## src/rtl/audio_i2s_tx.sv

```systemverilog
// I2S transmitter: two-entry sample FIFO, bit-clock divider and 32-slot
// frame serializer. Left channel in x[31:16], right channel in x[15:0].
module audio_i2s_tx #(
    parameter int unsigned DIV = 4
) (
    input  logic        c,
    input  logic        r,
    input  logic [31:0] x,
    input  logic        v,
    output logic        rdy,
    output logic        bck,
    output logic        lrck,
    output logic        sd,
    output logic        ur
);

    logic [7:0]  dc;
    logic [4:0]  slot;
    logic [31:0] sr;
    logic [1:0]  cnt;
    logic [31:0] mem0;
    logic [31:0] mem1;

    logic tick;
    logic fall;
    logic load;
    logic push;
    logic pop;

    // Tick ends each bck half-period; the falling tick advances the frame.
    assign tick = (dc == 8'(DIV - 1));
    assign fall = tick && bck;
    // Load on the falling tick that enters slot 1 (one-bit I2S delay).
    assign load = fall && (slot == 5'd0);
    assign pop  = load && (cnt != 2'd0);
    assign push = v && rdy;

    assign rdy  = !r && (cnt != 2'd2);
    assign lrck = slot[4];
    assign sd   = sr[31];

    // Divider counter and bit clock.
    always_ff @(posedge c) begin
        if (r) begin
            dc  <= 8'd0;
            bck <= 1'b0;
        end else if (tick) begin
            dc  <= 8'd0;
            bck <= ~bck;
        end else begin
            dc  <= dc + 8'd1;
        end
    end

    // Slot counter, wraps every 32 bit periods.
    always_ff @(posedge c) begin
        if (r) begin
            slot <= 5'd0;
        end else if (fall) begin
            slot <= slot + 5'd1;
        end
    end

    // Output shift register: load a new frame word or shift MSB-first.
    always_ff @(posedge c) begin
        if (r) begin
            sr <= 32'd0;
        end else if (load) begin
            sr <= pop ? mem0 : 32'd0;
        end else if (fall) begin
            sr <= {sr[30:0], 1'b0};
        end
    end

    // Underrun pulse when a frame load finds the FIFO empty.
    always_ff @(posedge c) begin
        if (r) begin
            ur <= 1'b0;
        end else begin
            ur <= load && (cnt == 2'd0);
        end
    end

    // Two-entry FIFO; mem0 is always the head.
    always_ff @(posedge c) begin
        if (r) begin
            cnt  <= 2'd0;
            mem0 <= 32'd0;
            mem1 <= 32'd0;
        end else if (push && pop) begin
            // Only reachable with one entry: new word becomes the head.
            mem0 <= x;
        end else if (push) begin
            if (cnt == 2'd0) begin
                mem0 <= x;
            end else begin
                mem1 <= x;
            end
            cnt <= cnt + 2'd1;
        end else if (pop) begin
            mem0 <= mem1;
            cnt  <= cnt - 2'd1;
        end
    end

endmodule

```

## config.mk

```make
export PLATFORM = sky130hd
export DESIGN_NAME = audio_i2s_tx
export DESIGN_NICKNAME = d
export VERILOG_FILES = /design/src/rtl/audio_i2s_tx.sv
export SDC_FILE = /design/constraint.sdc
export NUM_CORES = 1
export LEC_CHECK = 0
export ABC_AREA = 1
export CORE_MARGIN = 5
export CORE_UTILIZATION = 63
export DETAILED_ROUTE_END_ITERATION = 7
export PLACE_DENSITY = 0.82
export SYNTH_ARGS = -nofsm -noshare
export SYNTH_HDL_FRONTEND = slang
export SYNTH_SLANG_ARGS = --single-unit
```

## constraint.sdc

```tcl
create_clock -name c -period 4.14 [get_ports c]
set_clock_uncertainty 0.2 [all_clocks]
set_input_delay 0.621 -clock c [delete_from_list [all_inputs] [get_ports c]]
set_output_delay 0.621 -clock c [all_outputs]
set_load 0.02 [all_outputs]
```

# Yosys cells after proc, flatten, opt, wreduce, memory -nomap -nowiden
# Cells that the tools add are included.
word_totals:
  elab_cells: 45
  output_inout_bits: 5
  in_bits: 35
  ff_bits: 113
op_classes:
  n_addsub: 4
  reduce_logical: 18
  muxes: 9
  eq_ne: 3
  n_bitwise: 3
ops:
  columns: ["cell", "n"]
  rows:
  - ["$mux 32", 7]
  - ["$add 8x1->8 const B", 1]
  - ["$eq 8x2->1 const B", 1]
  - ["$logic_and 1x1->1", 7]
  - ["$reduce_bool 2->1", 3]
  - ["$add 5x1->5 const B", 1]
  - ["$logic_not 5->1", 1]
  - ["$mux 2", 2]
  - ["$reduce_and 2->1", 2]
  - ["$ne 3x1->1 const B", 1]
  - ["$not 1->1", 3]
  - ["$reduce_and 3->1", 1]
  - ["$reduce_bool 3->1", 1]
  - ["$add 2x1->2 const B", 1]
  - ["$logic_not 2->1", 1]
  - ["$ne 2x2->1 const B", 1]
  - ["$reduce_or 2->1", 1]
  - ["$sub 2x1->2 const B", 1]
  - ["$logic_not 1->1", 1]

# Logic depth before layout (Yosys ltp)
depth:
  ltp_word: 7
  ltp_mapped: 16
  depth_no_buf: 15

# Least setup slack after synthesis
# No wires, ideal clock.
synth_path:
  path_kind: "input to register"
  from: "input r"
  to: "register mem0[18]"
  setup_time_ns: 0.115
  setup_slack_ns: 1.920
  cell_stages: 11
  t_arrival_ns: 1.905
  path_buffers: 2
  required_ns: 3.825
  cell_sequence: "buf_2 -> inv_2 -> nand3_2 -> inv_2 -> ha_1 -> clkinv_1 -> nand2_1 -> buf_2 -> o21ai_0 -> a21oi_1 -> nor2_1"
synth_between:
  elab_chain_cells: 6
  elab_cells_between_ends: 9
  cone_classes: "eq/ne: 1; mux: 2; reduce/logical: 6"
synth_rtl:
  columns: ["element", "line", "rtl"]
  rows:
  - ["start: declaration", "7", "input logic r,"]
  - ["$logic_not 1->1", "38", "assign rdy = !r && (cnt != 2'd2);"]
  - ["$logic_and 1x1->1", "38", null]
  - ["$logic_and 1x1->1", "36", "assign push = v && rdy;"]
  - ["$logic_and 1x1->1", "90", "end else if (push && pop) begin"]
  - ["$ne 3x1->1 (no line) or $reduce_bool 3->1 (tied branches)", null, null]
  - ["$reduce_and 2->1 (no line)", null, null]
  - ["end signal: assignment", "101", "mem0 <= mem1;"]
  - ["end: declaration", "21", "logic [31:0] mem0;"]
# Parallel ways exist; a longest one is shown, timed or not.
# A chain may end at the register's enable or synchronous reset.

# Worst setup path in the final report
layout_path:
  from: "input r"
  to: "output rdy"
layout_between:
  elab_chain_cells: 2
layout_rtl:
  columns: ["element", "line", "rtl"]
  rows:
  - ["$logic_not 1->1", "38", null]
  - ["$logic_and 1x1->1", "38", null]
  - ["end: declaration", "10", "output logic rdy,"]
# No other way between the ends.

==> impl_metrics.csv <==
group,metric,value,unit
die,rows,33,
timing,fin_tns_setup,0,ns
timing,drv_slew,0,
timing,fin_crit,2.97,ns
timing,setup_viol,0,
route,dr.pass1.iters,5,
global_route,grtUsageMet3,5.54,%
yosys,synth-adder-area-share,0.962,%
yosys,yosysSeqAreaShare,43.5,%
setup_path,endpoint,"rdy",
placed_design,io_buffers,39,
route,drtIter0Drc,381,
yosys,synth_compound_area_share,16.9,%
pwr,power_density,478,mW/mm2
cells_and_area,area_growth,16.8,%
setup_path,end_kind,"output pin",
clock_tree,numCtsBuffers,17,
die,start_util,63.9,%
setup_path,critical_path_class,"in2out",
cells_and_area,fillers,608,
setup_path,reg2reg_depth,15,
yosys,synth.area.mux_share,0,%
run,cap_violations,0,
die,die_y,101,um
die,fp.dieW,101,um
die,io_pins,40,
clock_tree,tritoncts,"built",
cells_and_area,fin_util,74.7,%
clock_tree,clk-insertion-delay-late,0.50,ns
setup_path,path_common_cell,"clkdlybuf4s50_1",
global_route,antenna_found_initial,0,
global_route,top_usage_layer,"met2",
yosys,syn_area,0.00520,mm2
global_route,grt.overflow.total,0,
clock_tree,clockBufferDepth,2,
timing,whs,0.246,ns
clock_tree,clkTransAtPathRegs,0.05,ns
route,via_count,4871,
die,core_area,0.00813,mm2
cells_and_area,antenna-diode-count,0,
yosys,syn-instance-count,733,
clock_tree,post_cts_buffers,0,
yosys,ys_ff_latch,113,
pwr,p_leak,2.53,nW
yosys,syn_area_per_cell,7.09,um2
setup_path,reg2reg_slack,1.28,ns
setup_path,worstPathRequired,3.32,ns
timing,hold_violations,0,
global_route,grt_pass1_vias,4292,
setup_path,r2r_start,"dc[0]",
run_status,outcome,"finished, final reports clean",
timing,grt_setup_unrepaired,"no",
clock_tree,hold_buffers,0,
setup_path,crit_chain,"clkdlybuf4s50_1, a21oi_1, clkdlybuf4s50_1",
pwr,power,2.90,mW
yosys,yosys_warnings,0,
placed_design,gp_congestion,0.807,
yosys,synth_nets,772,
timing,slew-limit-headroom,21.9,%
yosys,yosysTopAreaCell,"dfxtp_1",
clock_tree,ctsRootBufferMaster,"clkbuf_8",
setup_path,startpoint,"r",
global_route,grt_pass1_wl,20100,um
clock_tree,clkSinkCount,113,
cells_and_area,drive_gt1_share,7.02,%
global_route,grt_use_total,24.3,%
yosys,ys_types,28,
setup_path,r2r_end,"mem0[25]",
yosys,synth_xor_area_share,0.674,%
yosys,synth_top_area_share,43.5,%
route,wire_per_inst,13.8,um
global_route,grt_max_degree,101,
yosys,yosys-top-cells-area,"dfxtp_1 (44%), a21oi_1 (9.5%), nand2_1 (9.5%)",
pwr,irDropWorstVdd,354,uV
timing,worst_slack,1.17,ns
placed_design,dpl.hpwl,7270,um
cells_and_area,nNetsFinal,781,
setup_path,crit_buf_inv,2,
setup_path,slowest_stage,"clkdlybuf4s50_1",
setup_path,crit_path_max_incr_delay,0.65,ns
route,post-route-drc-count,0,
setup_path,start_kind,"input pin",
global_route,grt_use_met1,34.7,%
route,wl,11900,um
route,viasPerCell,5.66,
yosys,yosys.area_share.simple,29.0,%
global_route,globalRouteMet2Util,37.2,%
setup_path,crit_arrival,2.15,ns
timing,finalCritPeriodShare,71.8,%
setup_path,critical_path_depth,3,
die,die-area,0.0102,mm2
clock_tree,cts_resized,0,
setup_path,cp_top_family,"buffers and inverters",
timing,max_freq,0.336,GHz
yosys,synth_top_family_by_area,"simple AND/OR/NAND/NOR gates",
setup_path,worstPathMaxFanout,8,
placed_design,pre_cts_ws,1.04,ns
clock_tree,h-tree-depth,4,
route,route.antenna.remaining_nets,0,
timing,max_slew.worst_pin.slew,1.17,ns
hold_path,hp-class,"reg2reg",
==> power breakdown <==
part | internal, mW | leakage, nW | total, mW | switching (mW)
registers | 1.14 | 0.918 | 1.18 | 0.0356
clock network | 0.957 | 0.293 | 1.44 | 0.486
logic | 0.110 | 1.32 | 0.281 | 0.171
==> area by class of cell <==
type                    count  area (um2)  area share, %
inverters                  46         173           2.84
repair buffers             45         435           7.17
multi-input cells         519        2480           40.8
well taps                 105         131           2.16
flip-flops and latches    113        2260           37.2
clock inverters            11         135           2.22
clock buffers              21         459           7.56
==> cells in the final DEF (no fill, tap or decap), types with 2 or more instances in the layout <==
| master | instances |
|---|---|
| a21oi_1 | 99 |
| buf_4 | 6 |
| bufinv_16 | 3 |
| clkbuf_16 | 16 |
| clkbuf_8 | 4 |
| clkdlybuf4s50_1 | 39 |
| clkinv_2 | 6 |
| clkinvlp_4 | 2 |
| dfxtp_1 | 113 |
| ha_1 | 4 |
| inv_1 | 37 |
| inv_2 | 8 |
| nand2_1 | 132 |
| nand2_2 | 2 |
| nand3_1 | 29 |
| nand3_2 | 2 |
| nand3b_1 | 19 |
| nand4_1 | 34 |
| nor2_1 | 109 |
| nor2_4 | 2 |
| nor3_1 | 4 |
| o21ai_0 | 56 |
| o21ai_1 | 19 |
| xor2_1 | 3 |
==> how the worst min path moves through the flow <==
stage | to | slack, ns | depth (start not counted) | startpoint
floorplan | dc[0] | 0.22 | 1 | dc[0]
global placement | dc[0] | 0.23 | 1 | dc[0]
detailed placement | dc[0] | 0.24 | 1 | dc[0]
CTS | dc[0] | 0.25 | 1 | dc[0]
global route | mem1[26] | 0.27 | 2 | mem1[26]
finish | dc[0] | 0.25 | 1 | dc[0]
==> synthesized netlist by cell type <==
master,n
buf_4,11
nand4_1,34
o21ai_1,19
nand3b_1,19
buf_6,3
o21ai_0,56
inv_2,8
xnor2_1,1
inv_1,37
nand2_1,132
nand2_2,2
dfxtp_1,113
xor2_1,3
buf_2,18
nor2_2,2
buf_1,2
ha_1,4
nand3_2,2
clkbuf_1,21
nand4_4,1
a21oi_1,99
nor2_4,1
nand3_1,29
nor3_1,4
clkinv_1,1
nor2_1,109
nor3b_1,1
a31oi_1,1
==> kinds of logic (layout without fill, tap and decap cells) <==
family | after synthesis | in the layout
simple gates | 336 | 336
compound gates | 175 | 175
flops | 113 | 113
buf+inv | 101 | 123
fa+ha+maj | 4 | 4
xor+xnor | 4 | 4
==> worst register-to-register path: stages (launching register included) <==
cell and delay, ns:
dfxtp_1 0.35, ha_1 0.23, inv_1 0.08, nor3_1 0.21
nand4_1 0.20, nor2_1 0.15, ha_1 0.17, clkinv_1 0.07
nand2_1 0.34, buf_4 0.34, nand2_1 0.11, nand2_1 0.08
inv_1 0.04, nand2_1 0.05, nand2_1 0.07, nor2_1 0.11
==> through the flow <==
stage               std cells  instance area (um2)
floorplan                 733                 5200
global placement          828                 5480
detailed placement        828                 5480
CTS                       860                 6070
global route              860                 6070
finish                    860                 6070
==> layer usage <==
layer	share of wire (%)	vias up	wire length, um
li1	-	2457	-
met1	47	2223	5530
met2	47	175	5530
met3	5.9	16	695
met4	0.94	0	112
met5	0	-	0
==> state kept, by name, summed over array words and instances (netlist names) <==
register / flops
bck: 1
cnt: 2
dc: 8
mem0: 32
mem1: 32
slot: 5
sr: 32
ur: 1
No activity file was read; power rests on OpenSTA's default activity.
